`src/rtl/controle_desloca_param.sv`:
```
// Sequencer for the add-and-shift datapath: loads operands, sums, loads the
// shift register, shifts a programmable number of cycles, then captures the
// result. Supports synchronous abort and an auto-repeat mode.
module controle_desloca_param #(
    parameter int CNT_W = 4
) (
    input  logic             clk,
    input  logic             rst,          // async, active low
    input  logic             start,
    input  logic             abort,
    input  logic             repete,
    input  logic [CNT_W-1:0] n_desloca,
    output logic             HabRegAB,
    output logic             HabRegS,
    output logic             LoadDesloca,
    output logic             Desloca,
    output logic             HabRegFim,
    output logic             busy,
    output logic             done,
    output logic [CNT_W-1:0] cnt_restante
);

    typedef enum logic [2:0] {
        IDLE       = 3'd0,
        CARGA_AB   = 3'd1,
        SOMA       = 3'd2,
        CARGA_DESL = 3'd3,
        DESLOCA    = 3'd4,
        FIM        = 3'd5
    } state_t;

    state_t           state_q, state_d;
    logic [CNT_W-1:0] n_q, n_d;       // shift count latched at start / repeat
    logic             rep_q, rep_d;   // repeat flag latched with n_q
    logic [CNT_W-1:0] cnt_q, cnt_d;   // remaining shift cycles

    // State, latched parameters and counter registers
    always_ff @(posedge clk or negedge rst) begin
        if (!rst) begin
            state_q <= IDLE;
            n_q     <= '0;
            rep_q   <= 1'b0;
            cnt_q   <= '0;
        end else begin
            state_q <= state_d;
            n_q     <= n_d;
            rep_q   <= rep_d;
            cnt_q   <= cnt_d;
        end
    end

    // Next-state logic; abort outranks every other transition outside IDLE
    always_comb begin
        state_d = state_q;
        n_d     = n_q;
        rep_d   = rep_q;
        cnt_d   = cnt_q;
        if (state_q != IDLE && abort) begin
            state_d = IDLE;
            cnt_d   = '0;
        end else begin
            case (state_q)
                IDLE: begin
                    // start together with abort is dropped: abort wins
                    if (start && !abort) begin
                        state_d = CARGA_AB;
                        n_d     = n_desloca;
                        rep_d   = repete;
                    end
                end
                CARGA_AB:   state_d = SOMA;
                SOMA:       state_d = CARGA_DESL;
                CARGA_DESL: begin
                    cnt_d   = n_q;
                    state_d = (n_q == '0) ? FIM : DESLOCA;
                end
                DESLOCA: begin
                    // never wraps below zero
                    if (cnt_q != '0) cnt_d = cnt_q - CNT_W'(1);
                    if (cnt_q <= CNT_W'(1)) state_d = FIM;
                end
                FIM: begin
                    cnt_d = '0;
                    if (rep_q) begin
                        // back-to-back pass, re-sampling the parameters
                        state_d = CARGA_AB;
                        n_d     = n_desloca;
                        rep_d   = repete;
                    end else begin
                        state_d = IDLE;
                    end
                end
                default: begin
                    state_d = IDLE;
                    cnt_d   = '0;
                end
            endcase
        end
    end

    // Moore outputs decoded from the state only
    assign HabRegAB     = (state_q == CARGA_AB);
    assign HabRegS      = (state_q == SOMA);
    assign LoadDesloca  = (state_q == CARGA_DESL);
    assign Desloca      = (state_q == DESLOCA);
    assign HabRegFim    = (state_q == FIM);
    assign done         = (state_q == FIM);
    assign busy         = (state_q != IDLE);
    assign cnt_restante = cnt_q;

endmodule

```
`config.mk`:
```
export PLATFORM = sky130hd
export DESIGN_NAME = controle_desloca_param
export DESIGN_NICKNAME = d
export VERILOG_FILES = /design/src/rtl/controle_desloca_param.sv
export SDC_FILE = /design/constraint.sdc
export NUM_CORES = 1
export LEC_CHECK = 0
export CAP_MARGIN = 20
export CORE_MARGIN = 2
export CORE_UTILIZATION = 52
export CTS_CLUSTER_DIAMETER = 120
export DETAILED_ROUTE_END_ITERATION = 8
export PLACE_DENSITY = 0.83
export SETUP_SLACK_MARGIN = 0.2
export SLEW_MARGIN = 5
export SYNTH_ARGS = -nofsm -noshare
export SYNTH_HDL_FRONTEND = slang
export SYNTH_SLANG_ARGS = --single-unit
```
`constraint.sdc`:
```
create_clock -name clk -period 4 [get_ports clk]
set_input_delay 0.8 -clock clk [delete_from_list [all_inputs] [get_ports clk]]
set_output_delay 0.8 -clock clk [all_outputs]
set_load 0.05 [all_outputs]
```
Word level (Yosys, flattened, before mapping):

Cells that the tools add are included.

* add/subtract/negate cells: 1
* magnitude comparators: 1
* eq/ne operators: 11
* muxes and demuxes: 15
* bitwise logic cells: 1
* reductions and logical operators: 13

Operators with widths (number)
* $pmux W3 S6: 1
* $mux W4: 4
* $pmux W4 S3: 1
* $mux W3: 3
* $pmux W4 S2: 1
* $eq A3 B2 Y1 const B: 2
* $eq A3 B3 Y1 const B: 2
* $ne A3 B1 Y1 const B: 2
* $le A4 B1 Y1 const B: 1
* $logic_not A4 Y1: 1
* $mux W1: 4
* $ne A2 B1 Y1 const B: 2
* $reduce_and A2 Y1: 2
* $reduce_and A4 Y1: 1
* $reduce_bool A4 Y1: 1
* $sub A4 B1 Y4 const B: 1
* $eq A3 B1 Y1 const B: 1
* $logic_not A3 Y1: 1
* $ne A3 B3 Y1 const B: 1
* $reduce_and A3 Y1: 1
* $reduce_bool A3 Y1: 1
* $reduce_or A3 Y1: 1
* $logic_and A1 B1 Y1: 2
* $ne A2 B2 Y1 const B: 1
* other kinds (4): 4

* register bits after elaboration: 12
* output and inout port bits: 11
* word-level logic and storage cells: 46

Logic depth before layout (Yosys ltp):

Gate-level depths: netlist of the first run.

* depth in word-level cells: 5
* depth in mapped cells: 5
* gate-level depth less buffers: 5

Least setup slack after synthesis of the first run:

No wires, ideal clock.

* kind: register to output
* start: reg state_q[0]
* end: out HabRegAB
* arrival time: 1874 ps
* data required time: 3200 ps
* slack: 1326 ps
* cell stages (with the launch flop): 4
* cell sequence: dfrtp_1 > buf_2 > buf_2 > nor3b_1

* longest elaborated chain between the ends: 1

Ends and longest elaborated chain
* from (decl): RTL line 32 `state_t state_q, state_d;`
* from (signal assigned): RTL line 45 `state_q <= state_d;`
* $eq A3 B1 Y1: RTL line 102 `assign HabRegAB = (state_q == CARGA_AB);`
* to (decl): RTL line 13 `output logic HabRegAB,`

Every way passes these cells.

Worst setup path in the final report of the first run:

* start: reg state_q[2]
* end: out Desloca

* longest elaborated chain between the ends: 1

Ends and longest elaborated chain
* $eq A3 B3 Y1: RTL line 105 `assign Desloca = (state_q == DESLOCA);`
* to (decl): RTL line 16 `output logic Desloca,`

Every way passes these cells.

==> results of run 1 <==
[report_power, final]
part	internal, mW	switching [mW]
sequential	0.165	0.0931
clock	0.0554	0.0425
combinational	0.178	0.232
total	0.399	0.368
[final cells by class]
class | count | area share, %
multi-input combinational | 59 | 45.2
sequential | 12 | 28.7
timing repair buffer | 19 | 18.2
clock buffer | 4 | 3.47
inverter | 7 | 2.51
tap | 16 | 1.91
[flip-flops by register name, indices dropped and copies added, names as in the netlist]
signal,flops
cnt_restante,4
n_q,4
rep_q,1
state_q,3
[how the worst min path moves through the flow]
| stage | startpoint | endpoint | slack, ns | cells after the start |
|---|---|---|---|---|
| after floorplan | n_q[0] | n_q[0] | 0.48 | 1 |
| after global routing | n_q[1] | n_q[1] | 0.55 | 1 |
| after global placement | n_q[2] | n_q[2] | 0.51 | 1 |
| after detailed placement | n_q[0] | n_q[0] | 0.52 | 1 |
| final | n_q[2] | n_q[2] | 0.54 | 1 |
| after CTS | n_q[0] | n_q[0] | 0.54 | 1 |
[synth_stat cells (all sizes together), types with 3 or more instances]
library cell	count
or3	3
nor3b	3
nor3	3
dfrtp	12
inv	7
nor2	5
a21oi	3
o221ai	3
mux2	4
buf	8
[kinds of logic (layout without fill, tap and decap cells)]
kind of cell / Yosys count / in the layout
muxes: 4 / 4
adders and majority gates: 3 / 3
xor gates and xnor gates: 1 / 1
DFF: 12 / 12
buffers and inverters: 16 / 30
AOI/OAI and AO/OA: 26 / 26
and+or+nand+nor: 25 / 25
[placed cells by master, fill, tap and decap left out, drive strengths merged, types with 3 or more instances in the layout]
cell           instances
nor3b                  3
inv                    7
nor3                   3
dfrtp                 12
clkbuf                 4
nor2                   5
clkdlybuf4s50         19
o221ai                 3
mux2                   4
or3                    3
a21oi                  3
[routing by layer]
metal	share of wire [%]	up-vias	track usage (%)
li1	-	358	-
met1	45	359	29.9
met2	48	29	32.5
met3	5.0	4	4.90
met4	2.3	0	16.4
met5	0	-	0
[metrics by stage]
step	util [%]	cell area, um^2
finish	68.6	1050
CTS	68.6	1050
detailed placement	66.3	1010
global route	68.6	1050
floorplan	-	858
global placement	66.3	1010
[critical path, stage by stage, from the launching register on]
cell and delay (ns):
dfrtp_1 0.77, or3b_1 0.45, inv_1 0.09, clkdlybuf4s50_1 0.80
==> metrics.md, run 1 <==
| Metric | Value |
|---|---|
| Final cell count without fillers | around 120 |
| Worst slew pin tran | 0.653 ns |
| Worst setup slack after layout | between 0.8 and 0.9 ns |
| Gate Count Post-Synth | 87 |
| Vias/cell | approximately 6.4 |
| Post-synth EDFFs | 0 |
| Cell Area, Synth | around 860 um^2 |
| IO Pins | 20 |
| Post-synth top area share | a little over a third |
| Filler Cells Inserted | 120 |
| Hold-fix buffers, CTS | 0 |
| Final clock period utilization by the worst path | 79.6% |
| Count of cell types in the netlist | 46 |
| Critical Path Start Type | register |
| Starting Density | between 50 and 60% |
| Crit path max fanout | 24 |
| CTS resizes | 0 |
| CTS Root Buffer Type | clkbuf_4 |
| Layout area overhead | 21.9% |
| P_leak | 0.421 nW |
| Final hold vios | 0 |
| Status | finished, final reports clean |
| Complex-gate fraction of the synthesized area | about 25% |
| Port bufs | 19 |
| Final setup violation count | 0 |
| Multi-input gate area | approximately 470 um^2 |
| Fin crit period | roughly 3.2 ns |
| Final WL | 1.91 mm |
| Mean post-synth cell area | roughly 10 um^2 |
| Depth of the worst register-to-register path | 3 |
| R2r endpoint | state_q[0] |
| Maximum clock rate | ~0.31 GHz |
| Worst setup endpoint | Desloca |
| Initial antenna violation count | 0 |
| Max-cap violations | 0 |
| FP Rows | 14 |
| DRT iter0 DRCs | 34 |
| RSZ-0062 raised after global routing | no |
| R2R setup slack | roughly 2.3 ns |
| Max Transition Viols Final | 0 |
| Sequential share of the synthesized area | between 30% and 40% |
| Post-synth top area cell | dfrtp_1 |
| Skew final | ~0.0042 ns |
| Worst Setup End Kind | primary output |
| Post-CTS setup repair buffer count | 0 |
| Synthesized flop and latch total | 12 |
| Storage element area | ~300 um^2 |
| PwrDens | roughly 730 nW/um^2 |
| GRT Residual Overflow | 0 |
| # diodes | 0 |
| Min-delay worst type | reg -> reg |
| Final ANT Viol Nets | 0 |
| All-Layer GR Usage | between 20% and 30% |
| Top cells by area, synth | dfrtp_1 35%, mux2_1 3.9%, buf_2 2.9%, ha_1 2.9%, a2111o_1 2.6% |
| CTS Buffer Depth | 2 |
| Synth Area in XOR/XNOR | between 1 and 1.5% |
| First-pass GRT wire length | about 3.1 mm |
| Clk_lat worst skew | about 0.28 ns |
| Clock Pin Slew Worst Setup and Hold Paths | approximately 0.080 ns |
| Post-Synth Simple-Gate Area | approximately 20% |
| Die ar. | around 2000 um^2 |
| Routed len/inst | 16.3 um |
| Die height | approximately 45 um |
| TNS Setup | 0 ns |
| Dpl hpwl | around 1.3 mm |
| Synth warn | 0 |
| Core outline area | between 1500 and 2000 um^2 |
| Critical path class | reg -> out |
| Slew headroom | 56.5% |
| Power Total | roughly 0.77 mW |
| Mux cell area share after synthesis | 5.25% |
| Nets | ~110 |
| CTS H-Tree Depth | 1 |
| Vias in the first global route | 680 |
| CTS Buf Count | 3 |
| Asr flop ratio synth | 100% |
| Number of remaining DRC errors | 0 |
| Largest family of logic cells by synthesized area | compound AO/OA/AOI/OAI gates |
| Maximum VDD drop | ~460 uV |
| Via count | between 700 and 800 |
| Routability cong. | 0.953 |
| Reg2Reg Launch Point | state_q[1] |
| Mapped Nets | 98 |
| Layout cell share with drive strength beyond 1 | between 10 and 15% |
| CP startpoint | state_q[2] |
| CTS tree | yes |
| Hold slack | between 0.5 and 0.6 ns |
| Main flop type after synthesis | dfrtp_1 |
| Worst EP required | roughly 3.2 ns |
| First-pass DRT Iterations | 4 |
| Cells after DPL | 113 |
| Pin count of the biggest net entering global routing | 25 |
| Die width | approximately 45 um |
| DP Worst Slack | around 1.1 ns |
| Critical path data arrival time | around 2.4 ns |
| Adder-Cell Fraction of Synth Area | between 4 and 5% |
| Num Clock Sinks | 12 |
(Power assumes the default switching activity.)
==> run 2, diff against run 1 <==
--- a/config.mk
+++ b/config.mk
@@ -7,10 +7,10 @@
 export LEC_CHECK = 0
 export CAP_MARGIN = 20
 export CORE_MARGIN = 2
-export CORE_UTILIZATION = 52
+export CORE_UTILIZATION = 48
 export CTS_CLUSTER_DIAMETER = 120
 export DETAILED_ROUTE_END_ITERATION = 8
-export PLACE_DENSITY = 0.83
+export PLACE_DENSITY = 0.77
 export SETUP_SLACK_MARGIN = 0.2
 export SLEW_MARGIN = 5
 export SYNTH_ARGS = -nofsm -noshare
==> constraint.sdc (replaced) <==
create_clock -name clk -period 3.2 [get_ports clk]
set_input_delay 0.64 -clock clk [delete_from_list [all_inputs] [get_ports clk]]
set_output_delay 0.64 -clock clk [all_outputs]
set_load 0.05 [all_outputs]
==> run 2 against run 1 <==
Net effect: combinational power increased by 45%; sequential share of layout area decreased by 0.90 points; clock-buffer cell count unchanged; clock skew decreased by 0.00055 ns; design area increased by 3.2%; total power increased by 28%; critical path type unchanged.
==> metrics.md, run 2 (synthesized netlist as in run 1, its figures left out) <==
| Metric | Value |
|---|---|
| Family with the most delay on the worst path | buffers and inverters (unchanged) |
| Worst Setup End Kind | primary output (unchanged) |
| CTS H-Tree Depth | 1 (unchanged) |
| Final setup violation count | 0 (unchanged) |
| Critical Path Start Type | register (unchanged) |
| CTS Buf Count | 3 (unchanged) |
| Post-CTS setup repair buffer count | 0 (unchanged) |
| TNS Setup | 0 ns (unchanged) |
| Post-layout util | 63.2% (was 68.6%) |
| Clock network power share | 12.1% (was 12.8%) |
| CTS Root Buffer Type | clkbuf_4 (unchanged) |
| DP Worst Slack | 0.663 ns (was 1.14 ns) |
| CTS resizes | 0 (unchanged) |
| # diodes | 0 (unchanged) |
| Sw frac | 47.4% (was 48.0%) |
| Final clock period utilization by the worst path | about nine tenths |
| Maximum clock rate | 0.352 GHz |
| DRT iter0 DRCs | 7 (was 34) |
| Maximum VDD drop | 433 uV (was 457 uV) |
| Slew headroom | 64.1% (was 56.5%) |
| Pin count of the biggest net entering global routing | 19 (was 25) |
| Seq pwr share | 27.5% (was 33.7%) |
| Die ar. | 2140 um^2 (was 1990 um^2) |
| Combinational share of power | 60.4% (was 53.5%) |
| Crit path max fanout | 14 (was 24) |
| Final WL | 1.97 mm (was 1.91 mm) |
| GRT Residual Overflow | 0 (unchanged) |
| First-pass DRT Iterations | 4 (unchanged) |
| Status | finished, final reports clean (unchanged) |
| P_leak | 0.436 nW (was 0.421 nW) |
| Worst setup slack after layout | 0.358 ns (was 0.815 ns) |
| CTS tree | yes (unchanged) |
| Routability cong. | 0.862 (was 0.953) |
| Max-cap violations | 0 (unchanged) |
| Worst slew pin tran | 0.537 ns (was 0.653 ns) |
| Dpl hpwl | 1.44 mm (was 1.34 mm) |
| RSZ-0062 raised after global routing | no (unchanged) |
| Layout area overhead | 25.8% (was 21.9%) |
| Final cell count without fillers | 129 (was 117) |
| Final ANT Viol Nets | 0 (unchanged) |
| Hold-fix buffers, CTS | 0 (unchanged) |
| Vias/cell | 6.12 (was 6.41) |
| FP Rows | 15 (was 14) |
| Nets | 116 (was 113) |
| IO Pins | 20 (unchanged) |
| Layout cell share with drive strength beyond 1 | 13.5% (was 10.9%) |
| First-pass GRT wire length | 3.26 mm (was 3.12 mm) |
| Skew final | 0.00369 ns (was 0.00425 ns) |
| PwrDens | 910 nW/um^2 (was 733 nW/um^2) |
| Clk_lat worst skew | 0.27 ns (was 0.28 ns) |
| Internal power consumption | 0.517 mW (was 0.399 mW) |
| Final hold vios | 0 (unchanged) |
| Power Total | 0.982 mW (was 0.766 mW) |
| Most common cell after layout, fill and taps aside | clkdlybuf4s50_1 (unchanged) |
| Core outline area | 1710 um^2 (was 1520 um^2) |
| Critical path data arrival time | 2.20 ns (was 2.38 ns) |
| Min-delay worst type | reg -> reg (unchanged) |
| Via count | 789 (was 750) |
| Clock Pin Slew Worst Setup and Hold Paths | 0.07 ns (was 0.08 ns) |
| Number of remaining DRC errors | 0 (unchanged) |
| Fin crit period | roughly 2.8 ns |
| Die width | 46.3 um (was 44.6 um) |
| Initial antenna violation count | 0 (unchanged) |
| Worst EP required | 2.56 ns (was 3.20 ns) |
| CP cell instances | or3b_1 -> inv_1 -> clkdlybuf4s50_1 (unchanged) |
| CTS Buffer Depth | 2 (unchanged) |
| Sw Pwr | 0.466 mW (was 0.368 mW) |
| Num Clock Sinks | 12 (unchanged) |
| Most frequent cells in the layout | 19 x clkdlybuf4s50_1, 12 x dfrtp_1, 6 x inv_1 (unchanged) |
| Routed len/inst | 15.3 um (was 16.3 um) |
| Vias in the first global route | 716 (was 680) |
| Die height | 46.3 um (was 44.6 um) |
| Critical path class | reg -> out (unchanged) |
| Crit path largest cell delay | 0.80 ns (about the same) |
| Starting Density | 50.3% (was 56.3%) |
| Max Transition Viols Final | 0 (unchanged) |
| Port bufs | 19 (unchanged) |
| Critical-path top delay cell | clkdlybuf4s50_1 (unchanged) |
| Cells after DPL | 125 (was 113) |
| Buf/Inv on CP | 2 (unchanged) |
| All-Layer GR Usage | 22.4% (was 22.7%) |
run 2: cell count changes in the layout (fill, tap and decap cells not counted), sizes merged:
cell / before / now
buf: 0 / 3
run 2: layer usage:
metal	global-route usage, %	part of all wire [%]	wire, um
met5	0	0	0
met4	18.9	2.9	58
met3	3.53	5.1	100
met2	32.8	47	928
met1	28.6	45	885
run 2: layout make-up:
cell class | count | area (um^2)
fill | 154 | 628
sequential | 12 | 300
multi-input combinational | 59 | 473
tap | 25 | 31.3
clock buffer | 4 | 36.3
timing repair buffer | 22 | 213
inverter | 7 | 26.3
run 2: stage by stage:
step           hold slack (ns)  instance area (um^2)
5_1_grt                  0.565                  1080
2_1_floorplan            0.344                   858
3_5_place_dp             0.516                  1040
4_1_cts                  0.533                  1080
3_3_place_gp             0.513                  1040
6_report                 0.534                  1080
run 2: worst reg2reg max path, delay by kind of cell, from the launching register on:
kind / cells / cell delay, ns
muxes: 1 / 0.36
buffers and inverters: 1 / 0.25
DFF: 1 / 0.53
AOI/OAI and AO/OA: 1 / 0.23
and+or+nand+nor: 1 / 0.18
run 2: power by group through the flow:
stage | registers, mW | logic [mW] | clock network [mW]
finish | 0.270 | 0.593 | 0.119
global route | 0.277 | 0.637 | 0.134
CTS | 0.267 | 0.592 | 0.125
detailed placement | 0.270 | 0.591 | 0
global placement | 0.265 | 0.584 | 0
floorplan | 0.281 | 0.427 | 0
run 2: final timing paths:
kind | to | slack, ns | cells after the start | start
setup / recovery | Desloca | 0.36 | 3 | state_q[2]
hold / removal | n_q[1] | 0.53 | 1 | n_q[1]
setup reg to reg | n_q[3] | 1.54 | 4 | state_q[2]
hold reg to reg | n_q[1] | 0.53 | 1 | n_q[1]
max in group asynchronous | n_q[1] | 2.13 | 1 | rst
min in group asynchronous | rep_q | 0.71 | 1 | rst
